$ cat src/rtl/imem_stream_loader.sv
//------------------------------------------------------------------------------
// Module      : imem_stream_loader
// Description : Streams 16-bit instruction words over valid/ready into
//               instruction memory from address 0, holds the pipeline in
//               reset until the program is loaded and flushed, then releases
//               it with a done pulse and a running modulo-2^16 checksum.
// Revision    : 1.0 - initial release
//------------------------------------------------------------------------------
`default_nettype none

module imem_stream_loader #(
  parameter int ADDR_W = 8,
  parameter int DEPTH  = 256
) (
  input  logic              clk,
  input  logic              rst,
  input  logic              i_start,
  input  logic [ADDR_W:0]   i_len,
  input  logic              i_in_valid,
  input  logic [15:0]       i_in_data,
  output logic              o_in_ready,
  output logic              o_imem_we,
  output logic [ADDR_W-1:0] o_imem_waddr,
  output logic [15:0]       o_imem_wdata,
  output logic              o_cpu_rst,
  output logic              o_busy,
  output logic              o_done,
  output logic              o_err,
  output logic [15:0]       o_checksum
);

  localparam logic [ADDR_W:0] C_DEPTH   = (ADDR_W+1)'(DEPTH);
  localparam logic [ADDR_W:0] C_REM_ONE = {{ADDR_W{1'b0}}, 1'b1};

  typedef enum logic [1:0] {
    S_IDLE    = 2'd0,
    S_LOAD    = 2'd1,
    S_RELEASE = 2'd2
  } state_t;

  state_t              r_state;
  state_t              w_state_nxt;
  logic [ADDR_W-1:0]   r_cnt;
  logic [ADDR_W:0]     r_rem;
  logic                r_flush;
  logic                r_we;
  logic [ADDR_W-1:0]   r_waddr;
  logic [15:0]         r_wdata;
  logic                r_cpu_rst;
  logic                r_done;
  logic                r_err;
  logic [15:0]         r_checksum;

  logic                w_len_ok;
  logic                w_start_ok;
  logic                w_start_bad;
  logic                w_xfer;
  logic                w_last;
  logic                w_release_end;

  // Qualify start requests and detect transfers; completion is driven by the
  // remaining count so the address counter may wrap on a full-depth load.
  always_comb begin
    w_len_ok      = (i_len != '0) && (i_len <= C_DEPTH);
    w_start_ok    = (r_state == S_IDLE) && i_start && w_len_ok;
    w_start_bad   = (r_state == S_IDLE) && i_start && !w_len_ok;
    w_xfer        = (r_state == S_LOAD) && i_in_valid;
    w_last        = w_xfer && (r_rem == C_REM_ONE);
    w_release_end = (r_state == S_RELEASE) && r_flush;
  end

  // State register.
  always_ff @(posedge clk or posedge rst) begin
    if (rst) begin
      r_state <= S_IDLE;
    end else begin
      r_state <= w_state_nxt;
    end
  end

  // Next-state logic.
  always_comb begin
    w_state_nxt = r_state;
    case (r_state)
      S_IDLE:    if (w_start_ok)    w_state_nxt = S_LOAD;
      S_LOAD:    if (w_last)        w_state_nxt = S_RELEASE;
      S_RELEASE: if (w_release_end) w_state_nxt = S_IDLE;
      default:                      w_state_nxt = S_IDLE;
    endcase
  end

  // Control flags: two-cycle flush timer, pipeline reset, done/err pulses.
  always_ff @(posedge clk or posedge rst) begin
    if (rst) begin
      r_flush   <= 1'b0;
      r_cpu_rst <= 1'b1;
      r_done    <= 1'b0;
      r_err     <= 1'b0;
    end else begin
      r_flush <= (r_state == S_RELEASE) && !r_flush;
      r_done  <= w_release_end;
      r_err   <= w_start_bad;
      if (w_start_ok) begin
        r_cpu_rst <= 1'b1;
      end else if (w_release_end) begin
        r_cpu_rst <= 1'b0;
      end
    end
  end

  // Write port, word counters and checksum.
  always_ff @(posedge clk or posedge rst) begin
    if (rst) begin
      r_we       <= 1'b0;
      r_waddr    <= '0;
      r_wdata    <= '0;
      r_cnt      <= '0;
      r_rem      <= '0;
      r_checksum <= '0;
    end else begin
      r_we <= w_xfer;
      if (w_start_ok) begin
        r_cnt      <= '0;
        r_rem      <= i_len;
        r_checksum <= '0;
      end else if (w_xfer) begin
        r_waddr    <= r_cnt;
        r_wdata    <= i_in_data;
        r_checksum <= r_checksum + i_in_data;
        r_cnt      <= r_cnt + 1'b1;
        r_rem      <= r_rem - C_REM_ONE;
      end
    end
  end

  // Output mapping; ready and busy decode directly from state.
  always_comb begin
    o_in_ready   = (r_state == S_LOAD);
    o_busy       = (r_state != S_IDLE);
    o_imem_we    = r_we;
    o_imem_waddr = r_waddr;
    o_imem_wdata = r_wdata;
    o_cpu_rst    = r_cpu_rst;
    o_done       = r_done;
    o_err        = r_err;
    o_checksum   = r_checksum;
  end

endmodule

`default_nettype wire

$ cat config.mk
export PLATFORM = sky130hd
export DESIGN_NAME = imem_stream_loader
export DESIGN_NICKNAME = d
export VERILOG_FILES = /design/src/rtl/imem_stream_loader.sv
export SDC_FILE = /design/constraint.sdc
export NUM_CORES = 1
export LEC_CHECK = 0
export CORE_MARGIN = 4
export CORE_UTILIZATION = 55
export DETAILED_ROUTE_END_ITERATION = 12
export MAX_ROUTING_LAYER = met4
export PLACE_DENSITY = 0.95
export SYNTH_ARGS = -nofsm -noshare
export SYNTH_HDL_FRONTEND = slang
export SYNTH_SLANG_ARGS = --single-unit
$ cat constraint.sdc
create_clock -name clk -period 6.6 [get_ports clk]
set_input_delay 1.98 -clock clk [delete_from_list [all_inputs] [get_ports clk]]
set_output_delay 1.98 -clock clk [all_outputs]
set_load 0.02 [all_outputs]
Word level (Yosys, flattened, before mapping)
Index checks and enable logic that the tools add are counted.
{ "totals": {"mem_count": 0, "latchBits": 0, "mem_bits_rw": 0, "wordCells": 51, "regBits": 64, "out_inout_bits": 46, "rom_bits": 0, "input_bits": 29} }
{ "classes": {"n_eq_ne": 6, "n_lt_le_gt_ge": 1, "mux": 12, "mul": 0, "add_sub_neg": 3, "n_div": 0, "bitwise_logic": 1, "reduce_logical": 17, "n_shift": 0} }
{ "op_table": {"columns": ["operator", "n"], "rows": [
  ["2-to-1 mux 16 bit", 2],
  ["2-to-1 mux 9 bit", 2],
  ["adder 16 bit", 1],
  ["2-to-1 mux 8 bit", 2],
  ["== test 9 x 1 -> 1 bit (second input constant)", 1],
  ["<= comparator 9 bit (second input constant)", 1],
  ["nonzero test 9 bit", 1],
  ["subtractor 9 x 1 -> 9 bit (second input constant)", 1],
  ["adder 8 x 1 -> 8 bit (second input constant)", 1],
  ["logical AND 1 bit", 8],
  ["2-to-1 mux 2 bit", 3],
  ["one-hot mux 2 bit (3 select lines)", 1],
  ["nonzero test 2 bit", 3],
  ["inequality test 2 bit (second input constant)", 2],
  ["AND reduction 3 bit", 1],
  ["== test 2 x 1 -> 1 bit (second input constant)", 1],
  ["== test 2 bit (second input constant)", 1],
  ["zero test 1 bit", 2],
  ["zero test 2 bit", 1],
  ["2-to-1 mux 1 bit", 2],
  ["inequality test 2 x 1 -> 1 bit (second input constant)", 1],
  ["AND reduction 2 bit", 1],
  ["inverter 1 bit", 1]
]} }

Depth between registers and ports, before layout
{ "depth": {"word_depth": 5, "depth_mapped": 9, "mapped_depth_nobuf": 9} }

Least setup slack after synthesis
No wires, ideal clock.
{ "synth_path": {"kind": "in2reg", "from": "in i_in_data[0]", "to": "reg r_checksum[8], in the netlist o_checksum[8]", "setup_time_ns": 0.132, "required_ns": 6.468, "slack_ns": 2.792, "t_arrival_ns": 3.676, "cell_stages": 8, "n_path_buf": 0, "cell_sequence": "ha_1 -> fa_1 -> a21o_1 -> a311o_1 -> and2_1 -> a21oi_1 -> xor2_1 -> o21ai_1"} }
{ "synth_between": {"elab_chain_cells": 3} }
{ "synth_lines": {"columns": ["item", "line", "rtl"], "rows": [
  ["start: declaration", "20", "input logic [15:0] i_in_data,"],
  ["adder 16 bit", "129", "r_checksum <= r_checksum + i_in_data;"],
  ["2-to-1 mux 16 bit", "126", "end else if (w_xfer) begin"],
  ["2-to-1 mux 16 bit", "122", "if (w_start_ok) begin"],
  ["end signal: assignment", "129", null],
  ["end: declaration", "52", "logic [15:0] r_checksum;"]
]} }
Every way passes these cells. The select of a mux whose other input is x is not followed.
A chain may end at the register's enable or synchronous reset.

Worst setup path in the final report
{ "layout_path": {"from": "in i_len[4]", "to": "reg r_rem[1]"} }
{ "layout_between": {"elab_chain_cells": 4, "word_cells_on_any_way": 6, "cone_classes": "1 x order compare; 1 x mux; 4 x reduce/logical"} }
{ "layout_lines": {"columns": ["item", "line", "rtl"], "rows": [
  ["start: declaration", "18", "input logic [ADDR_W:0] i_len,"],
  ["<= comparator 9 bit or nonzero test 9 bit (tied branches)", "64", "w_len_ok = (i_len != '0) && (i_len <= C_DEPTH);"],
  ["logical AND 1 bit *", "64", null],
  ["logical AND 1 bit *", "65", "w_start_ok = (r_state == S_IDLE) && i_start && w_len_ok;"],
  ["2-to-1 mux 9 bit or nonzero test 2 bit (tied branches)", null, null],
  ["end signal: assignment", "124", "r_rem <= i_len;"],
  ["end signal: assignment", "131", "r_rem <= r_rem - C_REM_ONE;"],
  ["end: declaration", "44", "logic [ADDR_W:0] r_rem;"]
]} }
Mark *: on every way between the ends. The rest lies on a longest branch, timed or not.

==> flow_metrics.py <==
metrics = {
    "outcome": {
        "outcome": "finished, final reports clean",
    },
    "yosys": {
        "yosysTopAreaCell": "dfrtp_1",
        "synth_cells": 380,
        "ys_ff_latch": 64,
        "yosys-top-cells-count": "110 x nand2_1, 63 x dfrtp_1, 31 x nor2_1",
        "synth_area_sq_um": 3367,
        "synth.distinct_cells": 50,
        "synth.area.top_cells": "dfrtp_1 47%, nand2_1 12%, ha_1 6.7%, nor2_1 3.5%, o21ai_0 2.7%",
        "synth_top_area_share": 0.4682,
        "synth_edf_count": 0,
        "synth_area_per_cell_sq_um": 8.860,
        "synth_nets": 428,
        "async_flop_share": 1.000,
        "yosys_warnings": 0,
        "ys.flop_type": "dfrtp_1",
        "synth.most_common_cell": "nand2_1",
        "yosysSeqAreaShare": 0.4760,
    },
    "finish": {
        "antenna_cells": 0,
        "area_growth_pct": 29.95,
        "final_cells": 533,
        "fin_nets": 502,
        "postLayoutCoreUtil": 0.7390,
        "drive_above_1_share": 0.05677,
    },
    "die": {
        "die_h_um": 86.24,
        "rows": 28,
        "die_w_um": 86.24,
        "core_sq_um": 5921,
        "start_util": 0.5687,
        "io_pins": 75,
        "dieArea_sq_um": 7437,
    },
    "sta": {
        "period_needed_ps": 4211,
        "fin_skew_ps": 3.046,
        "drv_slew": 0,
        "fin_setup_tns_ps": 0,
        "worst_pin_slew_ps": 1097,
        "post-route-period-util": 0.6381,
        "setup_viol": 0,
        "rsz0062_at_grt": "no",
        "max_freq_ghz": 0.2375,
        "maxSlewHeadroom": 0.2664,
        "finalHoldViolations": 0,
    },
    "worst_setup_path": {
        "start_kind": "input pin",
        "reg2reg_slack_ps": 4110,
        "crit_fanout": 28,
        "crit_path_end_kind": "flip-flop",
        "crit_required_ps": 6820,
        "path_class": "input pin to flip-flop",
        "critPathLaunch": "i_len[4]",
        "r2r-start": "o_checksum[0]",
        "worstPathArrival_ps": 4440,
    },
    "clock_network": {
        "cts_tree": "done",
        "cts_sinks": 64,
        "clk_latency_ps": 340,
        "numCtsBuffers": 9,
        "clockBufferDepth": 2,
        "clkSlewWorstSetupHoldPaths_ps": 60,
        "cts-hold-fix-buffers": 0,
        "post-cts-setup-buffers": 0,
        "cts-root-buf": "clkbuf_8",
        "cts.repair.resized": 0,
        "h-tree-depth": 3,
    },
    "grt": {
        "grt_pass1_vias": 2934,
        "grt_pass1_wl_mm": 14.01,
        "grt-ovfl-total": 0,
        "antenna_found_initial": 0,
        "grt_start_max_net_pins": 65,
        "grt_usage": 0.2462,
    },
    "pwr": {
        "powerDensity_nw_per_um2": 438.9,
        "total_leakage_power_nw": 2.075,
        "peakVddDrop_mv": 0.2825,
    },
    "drt": {
        "post_drt_via_cell_ratio": 5.574,
        "routed_wl_mm": 8.312,
        "dr.first_iter.drc_count": 207,
        "ant_nets": 0,
        "routedWlPerCell_um": 15.59,
        "drc": 0,
        "vias": 2971,
        "first_pass_iters": 5,
    },
    "place": {
        "dpl.cell_count": 518,
        "hpwl_mm": 5.518,
        "portBuffers": 74,
        "place_congestion": 0.8947,
    },
    "job": {
        "max_cap_violations": 0,
    },
    "worst_hold_path": {
        "hp-start": "r_flush",
        "hp-class": "flip-flop to flip-flop",
    },
}
-- path summary, 6_finish.rpt --
| path | end | cells past startpoint |
|---|---|---|
| setup / recovery | r_rem[1] | 6 |
| hold / removal | r_flush | 1 |
| setup reg to reg | o_checksum[10] | 8 |
| hold reg to reg | r_flush | 1 |
| max in group asynchronous | r_cnt[7] | 3 |
| min in group asynchronous | o_imem_waddr[0] | 3 |
-- cells in the final DEF, fill, tap and decap left out, types with 6 or more instances in the layout --
master             n
a21oi_1           17
clkbuf_8          11
clkdlybuf4s50_1   74
dfrtp_1           63
ha_1              18
inv_1             10
nand2_1          110
nand2b_1           6
nor2_1            31
o21ai_0           18
o21ai_1            9
o22ai_1            6
xnor2_1            6
xor2_1             9
-- flip-flops by register name, summed over array words and instances, names as in the netlist --
register      count
o_err             1
o_cpu_rst         1
o_imem_waddr      8
o_imem_wdata     16
r_cnt             8
o_checksum       16
o_done            1
r_state           2
r_rem             9
o_imem_we         1
r_flush           1
-- worst max-delay path, cell delays in order --
cell and delay (ps):
clkdlybuf4s50_1 430, nor4_2 310, a21boi_1 160, nor3_4 920
nor2_4 250, a221o_1 360
-- where the power goes --
| part | internal, mW | switching (mW) | leakage [nW] |
|---|---|---|---|
| combinational | 0.394 | 0.515 | 1.13 |
| sequential | 0.530 | 0.102 | 0.834 |
| clock | 0.231 | 0.148 | 0.112 |
-- through the flow --
stage	area (sq um)	power, mW	setup WS [ps]	hold WS (ps)
finish	4375	1.920	2389	457.7
global route	4375	2.044	2120	484.2
CTS	4375	1.922	2407	458.3
detailed placement	4155	1.530	2044	449.8
global placement	4155	1.486	2148	442.1
floorplan	3367	1.192	2792	425.6
-- area by class of cell --
cell class                      instances  area (sq um)
Clock inverter                          3         65.06
Clock buffer                           12         155.1
Timing Repair Buffer                   76         755.7
Tap cell                               75         93.84
Fill cell                             397          1545
Multi-Input combinational cell        291          1658
Inverter                               12         45.04
Sequential cell                        64          1603
-- cell families after synthesis --
group	share of synthesized area
adders and majority gates	0.07284
AOI/OAI and AO/OA	0.1472
xor gates and xnor gates	0.03902
DFF	0.4760
muxes	0.005946
and+or+nand+nor	0.2274
buffers and inverters	0.03159
-- metal layers --
| metal | up-vias | wire length (um) | track usage |
|---|---|---|---|
| met5 | - | 0 | - |
| met4 | 0 | 189 | 0.1119 |
| met1 | 1401 | 3443 | 0.3111 |
| met2 | 111 | 4171 | 0.3924 |
| li1 | 1445 | - | - |
| met3 | 14 | 508 | 0.03897 |
Note: power is estimated with default switching activity, not from simulation.
